**src/rtl/freelist_pkg.sv**
```systemverilog
// -----------------------------------------------------------------------------
// freelist_pkg
// Shared sizing constants, ROB state codes and small helpers for the physical
// register free list.
//   PREG_SIZE / LREG_SIZE : physical / architectural register counts
//   FL_DEPTH              : free-list queue entries (PREG_SIZE - LREG_SIZE)
//   FL_PTR_W / FL_IDX_W   : pointer width (index + wrap bit) / index width
//   rob_state_e           : ROB recovery state seen by the free list
// -----------------------------------------------------------------------------
package freelist_pkg;

    localparam int PREG_SIZE = 64;
    localparam int LREG_SIZE = 32;
    localparam int FL_DEPTH  = PREG_SIZE - LREG_SIZE;

    localparam int PREG_W    = $clog2(PREG_SIZE);   // 6
    localparam int FL_IDX_W  = $clog2(FL_DEPTH);    // 5
    localparam int FL_PTR_W  = FL_IDX_W + 1;        // index plus wrap bit

    typedef enum logic [1:0] {
        ROB_STATE_IDLE          = 2'd0,
        ROB_STATE_OVERWRITE_RAT = 2'd1,
        ROB_STATE_WALKING       = 2'd2
    } rob_state_e;

    // Number of asserted bits in a two-lane request pair.
    function automatic logic [1:0] pair_count(input logic a, input logic b);
        return {1'b0, a} + {1'b0, b};
    endfunction

endpackage

```
**src/rtl/freelist_ptr_adv.sv**
```systemverilog
// -----------------------------------------------------------------------------
// fl_ptr_adv
// Free-list pointer register: advances by 0, 1 or 2 per cycle, or loads an
// absolute value. Synchronous active-low reset to RST_VAL.
//   clock, reset_n : clock and synchronous active-low reset
//   load, load_val : absolute load (takes priority over inc)
//   inc            : advance amount 0..2
//   ptr            : current pointer value
//   ptr_next       : value the pointer takes at the next edge
// -----------------------------------------------------------------------------
module fl_ptr_adv #(
    parameter int               PTR_W   = 6,
    parameter logic [PTR_W-1:0] RST_VAL = '0
) (
    input  logic             clock,
    input  logic             reset_n,
    input  logic             load,
    input  logic [PTR_W-1:0] load_val,
    input  logic [1:0]       inc,
    output logic [PTR_W-1:0] ptr,
    output logic [PTR_W-1:0] ptr_next
);

    logic [PTR_W-1:0] ptr_reg;

    always_comb begin
        ptr_next = ptr_reg + PTR_W'(inc);
        if (load) begin
            ptr_next = load_val;
        end
    end

    always_ff @(posedge clock) begin
        if (!reset_n) begin
            ptr_reg <= RST_VAL;
        end else begin
            ptr_reg <= ptr_next;
        end
    end

    assign ptr = ptr_reg;

endmodule

```
**src/rtl/freelist.sv**
```systemverilog
// -----------------------------------------------------------------------------
// freelist
// Physical-register free list for rename/dispatch. Offers two free pregs per
// cycle, takes back pregs released at commit, and recovers its speculative
// head on ROB redirect (restore to the architectural head, then replay the
// surviving allocations during the walk).
//   clock, reset_n            : clock, synchronous active-low reset
//   alloc_req0/1              : rename slots consuming the offered pregs
//   alloc_prd0/1              : pregs offered to slot 0 / slot 1
//   alloc_ready               : both offers valid and allocation permitted
//   commit_en0/1              : committed instructions that wrote an rd
//   release_en0/1, addr0/1    : old pregs returned at commit
//   rob_state                 : IDLE / OVERWRITE_RAT / WALKING
//   rob_walk0/1_valid         : walk entries re-allocating a preg
//   free_count                : tail - spec_head
// -----------------------------------------------------------------------------
module freelist
    import freelist_pkg::*;
(
    input  logic              clock,
    input  logic              reset_n,
    input  logic              alloc_req0,
    input  logic              alloc_req1,
    output logic [PREG_W-1:0] alloc_prd0,
    output logic [PREG_W-1:0] alloc_prd1,
    output logic              alloc_ready,
    input  logic              commit_en0,
    input  logic              commit_en1,
    input  logic              release_en0,
    input  logic [PREG_W-1:0] release_addr0,
    input  logic              release_en1,
    input  logic [PREG_W-1:0] release_addr1,
    input  logic [1:0]        rob_state,
    input  logic              rob_walk0_valid,
    input  logic              rob_walk1_valid,
    output logic [PREG_W-1:0] free_count
);

    localparam logic [FL_PTR_W-1:0] TAIL_RST = FL_PTR_W'(FL_DEPTH);

    logic [PREG_W-1:0]   entry_reg [FL_DEPTH];

    logic [FL_PTR_W-1:0] spec_head, spec_head_next;
    logic [FL_PTR_W-1:0] arch_head, arch_head_next;
    logic [FL_PTR_W-1:0] tail, tail_next;

    logic [1:0]          alloc_cnt, commit_cnt, release_cnt, walk_cnt;
    logic [1:0]          spec_inc;
    logic                spec_load;
    logic                is_idle;

    logic [FL_IDX_W-1:0] rd_idx0, rd_idx1;
    logic [FL_IDX_W-1:0] wr_idx_a, wr_idx_b;
    logic                wr_en_a, wr_en_b;
    logic [PREG_W-1:0]   wr_data_a, wr_data_b;

    assign alloc_cnt   = pair_count(alloc_req0, alloc_req1);
    assign commit_cnt  = pair_count(commit_en0, commit_en1);
    assign release_cnt = pair_count(release_en0, release_en1);
    assign walk_cnt    = pair_count(rob_walk0_valid, rob_walk1_valid);

    // ---------------------------------------------------------------- offers
    assign is_idle     = (rob_state == ROB_STATE_IDLE);
    assign free_count  = tail - spec_head;
    assign alloc_ready = is_idle && (free_count >= PREG_W'(2));

    assign rd_idx0     = spec_head[FL_IDX_W-1:0];
    assign rd_idx1     = rd_idx0 + FL_IDX_W'(1);
    assign alloc_prd0  = entry_reg[rd_idx0];
    assign alloc_prd1  = entry_reg[rd_idx1];

    // ------------------------------------------------- speculative head control
    // Allocation counts only whole requests: rename packs slot requests so a
    // lone slot-1 request simply consumes alloc_prd0.
    always_comb begin
        spec_inc  = 2'd0;
        spec_load = 1'b0;
        case (rob_state)
            ROB_STATE_IDLE:          spec_inc  = alloc_ready ? alloc_cnt : 2'd0;
            ROB_STATE_OVERWRITE_RAT: spec_load = 1'b1;
            ROB_STATE_WALKING:       spec_inc  = walk_cnt;
            default:                 spec_inc  = 2'd0;
        endcase
    end

    // Restore lands on the architectural head including this cycle's commits.
    fl_ptr_adv #(.PTR_W(FL_PTR_W), .RST_VAL('0)) u_spec_head (
        .clock    (clock),
        .reset_n  (reset_n),
        .load     (spec_load),
        .load_val (arch_head_next),
        .inc      (spec_inc),
        .ptr      (spec_head),
        .ptr_next (spec_head_next)
    );

    fl_ptr_adv #(.PTR_W(FL_PTR_W), .RST_VAL('0)) u_arch_head (
        .clock    (clock),
        .reset_n  (reset_n),
        .load     (1'b0),
        .load_val ('0),
        .inc      (commit_cnt),
        .ptr      (arch_head),
        .ptr_next (arch_head_next)
    );

    fl_ptr_adv #(.PTR_W(FL_PTR_W), .RST_VAL(TAIL_RST)) u_tail (
        .clock    (clock),
        .reset_n  (reset_n),
        .load     (1'b0),
        .load_val ('0),
        .inc      (release_cnt),
        .ptr      (tail),
        .ptr_next (tail_next)
    );

    // ------------------------------------------------------------ release write
    // Releases are packed onto consecutive slots starting at tail, so a lone
    // release_en1 still lands at tail.
    assign wr_idx_a  = tail[FL_IDX_W-1:0];
    assign wr_idx_b  = wr_idx_a + FL_IDX_W'(1);
    assign wr_en_a   = release_en0 || release_en1;
    assign wr_en_b   = release_en0 && release_en1;
    assign wr_data_a = release_en0 ? release_addr0 : release_addr1;
    assign wr_data_b = release_addr1;

    // Each entry resets to its own preg number so the list starts holding
    // pregs LREG_SIZE .. PREG_SIZE-1.
    for (genvar gi = 0; gi < FL_DEPTH; gi++) begin : g_entry
        always_ff @(posedge clock) begin
            if (!reset_n) begin
                entry_reg[gi] <= PREG_W'(LREG_SIZE + gi);
            end else if (wr_en_a && (wr_idx_a == FL_IDX_W'(gi))) begin
                entry_reg[gi] <= wr_data_a;
            end else if (wr_en_b && (wr_idx_b == FL_IDX_W'(gi))) begin
                entry_reg[gi] <= wr_data_b;
            end
        end
    end

    // ------------------------------------------------------- usage assertions
    // Live region is arch_head..tail; it may never exceed the queue depth.
    a_release_full : assert property (@(posedge clock) disable iff (!reset_n)
        (FL_PTR_W'(tail_next - arch_head_next) <= FL_PTR_W'(FL_DEPTH)));

    // Allocation or walk must stay behind tail.
    a_spec_past_tail : assert property (@(posedge clock) disable iff (!reset_n)
        (FL_PTR_W'(spec_inc) <= free_count));

    // Commits cannot retire pregs that were never handed out.
    a_commit_past_spec : assert property (@(posedge clock) disable iff (!reset_n)
        (FL_PTR_W'(commit_cnt) <= FL_PTR_W'(spec_head - arch_head)));

    // After the update spec_head must still lie within arch_head..tail.
    a_spec_window : assert property (@(posedge clock) disable iff (!reset_n)
        (FL_PTR_W'(spec_head_next - arch_head_next) <=
         FL_PTR_W'(tail_next - arch_head_next)));

endmodule

```
**config.mk**
```make
export PLATFORM = sky130hd
export DESIGN_NAME = freelist
export DESIGN_NICKNAME = d
export VERILOG_FILES = /design/src/rtl/freelist_pkg.sv /design/src/rtl/freelist_ptr_adv.sv /design/src/rtl/freelist.sv
export SDC_FILE = /design/constraint.sdc
export NUM_CORES = 1
export LEC_CHECK = 0
export ABC_AREA = 1
export BUFFER_PORTS_ARGS = -buffer_cell sky130_fd_sc_hd__buf_2
export CORE_ASPECT_RATIO = 1.2
export CORE_MARGIN = 3
export CORE_UTILIZATION = 40
export DETAILED_ROUTE_END_ITERATION = 7
export MAX_ROUTING_LAYER = met4
export PLACE_DENSITY = 0.52
export SKIP_LAST_GASP = 1
export SLEW_MARGIN = 20
export SYNTH_ARGS = -nofsm -noshare
export SYNTH_HDL_FRONTEND = slang
export SYNTH_SLANG_ARGS = --single-unit
```
**constraint.sdc**
```tcl
create_clock -name clock -period 5.2 [get_ports clock]
set_input_delay 0.78 -clock clock [delete_from_list [all_inputs] [get_ports clock]]
set_output_delay 0.78 -clock clock [all_outputs]
set_load 0.05 [all_outputs]
```
# Word level (Yosys, flattened, before mapping)

Memories as Yosys holds them, arrays and structs flattened. A register that Yosys moved wholly into a read port is not among the register bits.
Index checks and enable logic that the tools add are counted.
W data, S select, Z words.

Add/subtract/negate cells: 10
Magnitude comparators: 1
Eq/ne operators: 64
Multiplexer cells: 295
Bitwise operators: 64
Reductions and logical operators: 70

Operator list:

| cell                  | count |
|---|---|
| $mux W6               | 66 |
| $mux W1               | 226 |
| $eq A5 B5 Y1 const B  | 32 |
| $eq A5 B4 Y1 const B  | 16 |
| $logic_and A1 B1 Y1   | 66 |
| $or A1 B1 Y1          | 64 |
| $eq A5 B3 Y1 const B  | 8 |
| $eq A5 B2 Y1 const B  | 4 |
| $add A6 B2 Y6         | 3 |
| $add A5 B1 Y5 const B | 2 |
| $eq A5 B1 Y1 const B  | 2 |
| $logic_not A5 Y1      | 2 |
| $add A1 B1 Y2         | 4 |
| $ge A6 B2 Y1 const B  | 1 |
| $sub A6 B6 Y6         | 1 |
| $mux W5               | 1 |
| $pmux W2 S2           | 1 |
| $eq A2 B1 Y1 const B  | 1 |
| $eq A2 B2 Y1 const B  | 1 |
| $logic_not A2 Y1      | 1 |
| $mux W2               | 1 |
| $logic_or A1 B1 Y1    | 1 |

Bits in registers: 18
Bits in writable memories: 192
Input bits: 24
Memories kept: 1

Memory list:

| memory    | words | width | read ports | clocked after memory_dff | write ports | line           | text |
|---|---|---|---|---|---|---|---|
| entry_reg | 32    | 6     | 2          | 1                        | 32          | freelist.sv:41 | `logic [PREG_W-1:0] entry_reg [FL_DEPTH];` |

# Depth between registers and ports, before layout

Word-level depth: 8
Mapped depth: 20

# By module

Synthesis repeated with hierarchy kept, for this count alone.

Cells, all modules: 1853
Area, all modules: 14109.8 um2

By module, submodules not included:

| module                       | instances | cells each | area each (um2) | sequential area each (um2) |
|---|---|---|---|---|
| freelist                     | 1         | 1679       | 12949.9         | 5765.5 |
| fl_ptr_adv (u_arch_head ...) | 2         | 58         | 389.1           | 120.1 |
| fl_ptr_adv (u_tail)          | 1         | 58         | 381.6           | 120.1 |

# Worst setup path after synthesis

No wires, ideal clock.

Kind: flip-flop to output port
From: register u_spec_head.ptr_reg[2], in the netlist u_spec_head.ptr[2]
To: output alloc_ready
Arrival: 3.003 ns
Required time: 4.420 ns
Path slack: 1.417 ns
Stages on the path, launching flop included: 10
Buffers on the path: 2
Cells stage by stage: dfxtp_1 buf_4 inv_1 buf_1 ha_1 nand3_1 nand3_1 nand2_1 nor2_1 a21boi_0

Cells in the longest elaborated chain, start to end: 3

Ends and longest elaborated chain:

| element                  | line                   | text |
|---|---|---|
| start: declaration       | freelist_ptr_adv.sv:24 | `logic [PTR_W-1:0] ptr_reg;` |
| start signal: assignment | freelist_ptr_adv.sv:37 | `ptr_reg <= ptr_next;` |
| $sub A6 B6 Y6            | freelist.sv:64         | `assign free_count = tail - spec_head;` |
| named net free_count[4]  | freelist.sv:36         | `output logic [PREG_W-1:0] free_count` |
| $ge A6 B2 Y1             | freelist.sv:65         | `assign alloc_ready = is_idle && (free_count >= PREG_W'(2));` |
| $logic_and A1 B1 Y1      | freelist.sv:65         |  |
| end: declaration         | freelist.sv:26         | `output logic alloc_ready,` |

The timed path passes the listed nets, and every way through them passes these cells.

# Final worst setup path

From: register u_spec_head.ptr_reg[0], in the netlist u_spec_head.ptr[0]
To: output alloc_prd1[4]

Cells in the longest elaborated chain, start to end: 2

Ends and longest elaborated chain:

| element          | line           | text |
|---|---|---|
| $add A5 B1 Y5    | freelist.sv:68 | `assign rd_idx1 = rd_idx0 + FL_IDX_W'(1);` |
| $mem_v2 Z32 W6   | n/a            |  |
| end: declaration | freelist.sv:25 | `output logic [PREG_W-1:0] alloc_prd1,` |

No other way between the ends.

==> impl_results.rst <==
.. list-table::
   :header-rows: 1

   * - Metric
     - Value
   * - Share of cells above drive strength 1
     - 8.76%
   * - Total number of vias
     - 13206
   * - Clock skew
     - 9.63 ps
   * - Worst R2R Path Depth
     - 17
   * - Final hold vios
     - 0
   * - Data arrival time of the critical path
     - 3930 ps
   * - WHS Endpoint
     - u_tail.ptr[5]$_SDFF_PN1_
   * - Post-synthesis sequential element count
     - 210
   * - Area leader, netlist
     - sky130_fd_sc_hd__edfxtp_1
   * - Vias in the first global route
     - 12490
   * - Type of the most critical hold path
     - register to register
   * - Post-Syn Instances
     - 1746
   * - Number of clock sinks seen by CTS
     - 210
   * - Global-route wire length before repair
     - 81300 µm
   * - Die Area
     - 36800 µm²
   * - Setup bufs post-CTS
     - 0
   * - Sort of element at the end of the critical path
     - output port
   * - Leakage
     - 5.43 nW
   * - Average detailed-routed wire length per instance
     - 25.4 µm
   * - Relative max-transition margin
     - 18.0%
   * - Vias per std cell
     - 6.07
   * - Total gr overflow
     - 0
   * - Post-route fraction of the period consumed by the critical path
     - 90.6%
   * - Total routed wirelength
     - 55300 µm
   * - Total I/O pin count
     - 43
   * - Slew Limit Fails
     - 0
   * - Power density normalized to cell area
     - 344 nW/µm²
   * - Count of instances resized after the clock tree is built
     - 0
   * - Number of unique standard cell types used by synthesis
     - 42
   * - Fmax
     - 212 MHz
   * - Startpoint types
     - register
   * - CP Max Fanout
     - 38
   * - Crit Path Category
     - register to output port
   * - Die X-Extent
     - 176 µm
   * - Max-cap violations
     - 0
   * - Skew-Pair Late Insertion Delay
     - 560 ps
   * - Depth of the CTS H-tree
     - 1
   * - Maximum buffer depth of the clock tree
     - 3
   * - Flip-flop count of the largest register, all copies and words added
     - 192
   * - Post-synth EDFFs
     - 192
   * - Clock tree from TritonCTS
     - built
   * - Share of power burned in combinational logic
     - 29.6%
   * - Reg2reg setup slack
     - 1340 ps
   * - Cell area reported after detailed placement
     - 14200 µm²
   * - Starting density of the core
     - 41.1%
   * - Hold path startpoint
     - u_tail.ptr[5]$_SDFF_PN1_
   * - Reported net switching power
     - 0.00192 W
   * - Clk root buf
     - sky130_fd_sc_hd__clkbuf_16
   * - Final non-filler cell area
     - 14900 µm²
   * - RePlAce Congestion
     - 0.890
   * - Final min period
     - 4710 ps
   * - Clock Power Share
     - 32.4%
   * - Overall power consumption
     - 0.00511 W
   * - Setup-failing EPs final
     - 0
   * - DRC viols
     - 0
   * - Area growth syn-to-layout
     - 7.69%
   * - Number of DRC violations after detailed-routing iteration 0
     - 1780
   * - Reg2reg start
     - u_spec_head.ptr[1]$_SDFF_PN0_
   * - Post-synthesis instance area
     - 13800 µm²
   * - Antenna diodes
     - 0
   * - Async set or reset register ratio after synthesis
     - 0%
   * - Share of the synthesized area in the top cell type
     - 41.7%
   * - Syn_nets
     - 1788
   * - Crit Reg-Reg Endpoint
     - u_spec_head.ptr[4]$_SDFF_PN0_
   * - Setup repair after global routing missed its margin
     - false
   * - Share of the yosys chip area belonging to registers
     - 44.3%
   * - Placeable Area
     - 33600 µm²
   * - Standard-cell rows
     - 73
   * - Syn_area_per_cell
     - 7.92 µm²
   * - Switching fraction of total power
     - 37.6%
   * - Top cells by area in the synthesized netlist
     - sky130_fd_sc_hd__edfxtp_1 (42%), sky130_fd_sc_hd__a21oi_1 (6.9%), sky130_fd_sc_hd__nand3_1 (6.6%)
   * - CTS Hold Buffers Added
     - 0
   * - Count of nets after finishing
     - 1750
   * - Largest net degree at the start of global routing
     - 110
   * - Yosys warning total
     - 0
   * - Setup TNS Final
     - 0 ps
   * - Overall Global Routing Usage
     - 30.3%
   * - Count of TritonRoute iterations in the first routing pass
     - 8
   * - Commonest cells in the netlist
     - sky130_fd_sc_hd__inv_1 (242), sky130_fd_sc_hd__nand2_1 (218), sky130_fd_sc_hd__edfxtp_1 (192)
   * - Cell internal pwr
     - 0.00319 W
   * - Post-route ant nets
     - 0
   * - Worst slew pin tran
     - 1230 ps
   * - Estimated wirelength of the detail-placed design
     - 36200 µm
   * - Seq pwr share
     - 38.0%
   * - Status
     - complete, no violations
   * - Number of buffers created by CTS
     - 25
   * - Required time reported for the critical path endpoint
     - 4420 ps
   * - Hold Path Depth
     - 2
   * - Worst vdd rail ir drop
     - 0.254 mV
   * - Final Util
     - 44.3%
   * - Prevailing post-synth register cell
     - sky130_fd_sc_hd__edfxtp_1
   * - Vert. Die Dim
     - 210 µm
   * - Cell with the most instances after synthesis
     - sky130_fd_sc_hd__inv_1
   * - Count of input and output buffers
     - 42
   * - Antenna violations before repair
     - 0
   * - Clock-pin transition on the worst setup and hold timing paths
     - 60 ps
-- cells in the final DEF (no fill, tap or decap), types with 9 or more instances in the layout --
master,n
sky130_fd_sc_hd__nand2_1,218
sky130_fd_sc_hd__nor2_2,12
sky130_fd_sc_hd__clkbuf_16,25
sky130_fd_sc_hd__buf_2,42
sky130_fd_sc_hd__inv_2,12
sky130_fd_sc_hd__ha_1,13
sky130_fd_sc_hd__o21ai_0,170
sky130_fd_sc_hd__o22ai_1,132
sky130_fd_sc_hd__o211ai_1,50
sky130_fd_sc_hd__nor2_1,97
sky130_fd_sc_hd__a22oi_1,20
sky130_fd_sc_hd__buf_4,20
sky130_fd_sc_hd__clkbuf_1,9
sky130_fd_sc_hd__nand3_1,182
sky130_fd_sc_hd__edfxtp_1,192
sky130_fd_sc_hd__inv_1,242
sky130_fd_sc_hd__a21oi_1,191
sky130_fd_sc_hd__dfxtp_1,16
-- critical path: stages (launching register included) --
cell and delay, ps:
sky130_fd_sc_hd__dfxtp_4 490, sky130_fd_sc_hd__ha_2 300, sky130_fd_sc_hd__xnor2_4 740, sky130_fd_sc_hd__inv_1 680, sky130_fd_sc_hd__nand3_1 330, sky130_fd_sc_hd__nand3_1 130, sky130_fd_sc_hd__nand2_1 80, sky130_fd_sc_hd__nand2_1 110
sky130_fd_sc_hd__nand2_1 180, sky130_fd_sc_hd__buf_2 280
-- metrics by stage --
stage          hold slack (ps)  worst slack (ps)  instances
6_report                   510               491       2174
5_1_grt                    563               364       2174
4_1_cts                    500               522       2174
3_5_place_dp               492              1110       2131
3_3_place_gp               490              1140       2131
2_1_floorplan              467              1420       1746
-- worst max-delay path by stage --
stage / start / cells after the start / slack (ps) / end
finish: u_spec_head.ptr[0]$_SDFF_PN0_ / 9 / 490 / alloc_prd1[4]
global route: u_spec_head.ptr[0]$_SDFF_PN0_ / 9 / 360 / alloc_prd1[4]
floorplan: u_spec_head.ptr[2]$_SDFF_PN0_ / 9 / 1420 / alloc_ready
detailed placement: u_spec_head.ptr[0]$_SDFF_PN0_ / 9 / 1110 / alloc_prd1[3]
CTS: u_spec_head.ptr[0]$_SDFF_PN0_ / 9 / 520 / alloc_prd1[3]
global placement: u_spec_head.ptr[0]$_SDFF_PN0_ / 9 / 1140 / alloc_prd1[3]
-- per-layer routing --
| metal | global-route usage [%] | vias up | wire length [µm] |
|---|---|---|---|
| li1 | - | 6043 | - |
| met1 | 40.6 | 6278 | 22400 |
| met2 | 46.5 | 740 | 24900 |
| met3 | 3.55 | 145 | 5060 |
| met4 | 13.5 | 0 | 2880 |
| met5 | - | - | 0 |
-- power groups by stage --
stage / clock [W] / combinational, W / sequential (W)
5_1_grt: 0.00173 / 0.00163 / 0.00195
3_3_place_gp: 0 / 0.00148 / 0.00197
2_1_floorplan: 0 / 0.00106 / 0.00195
4_1_cts: 0.00167 / 0.00149 / 0.00194
3_5_place_dp: 0 / 0.00148 / 0.00198
6_report: 0.00166 / 0.00151 / 0.00194
-- cells by family (layout without fill, tap and decap cells) --
kind of cell | Yosys count | in the layout | synth area share (%)
AO/OA/AOI/OAI | 575 | 575 | 23.5
adder cells (fa/ha/maj) | 18 | 18 | 1.85
AND/OR/NAND/NOR | 549 | 549 | 17.9
flip-flops | 210 | 210 | 44.3
buffers and inverters | 386 | 364 | 11.7
XOR/XNOR | 8 | 8 | 0.697
-- layout make-up --
type | instances | area, µm²
inverter | 257 | 970
tap | 450 | 563
fill | 3436 | 18700
sequential | 210 | 6130
clock buffer | 34 | 659
multi-input combinational | 1150 | 6100
timing repair buffer | 64 | 400
clock inverter | 9 | 65.1
No activity file was read; power rests on OpenSTA's default activity.
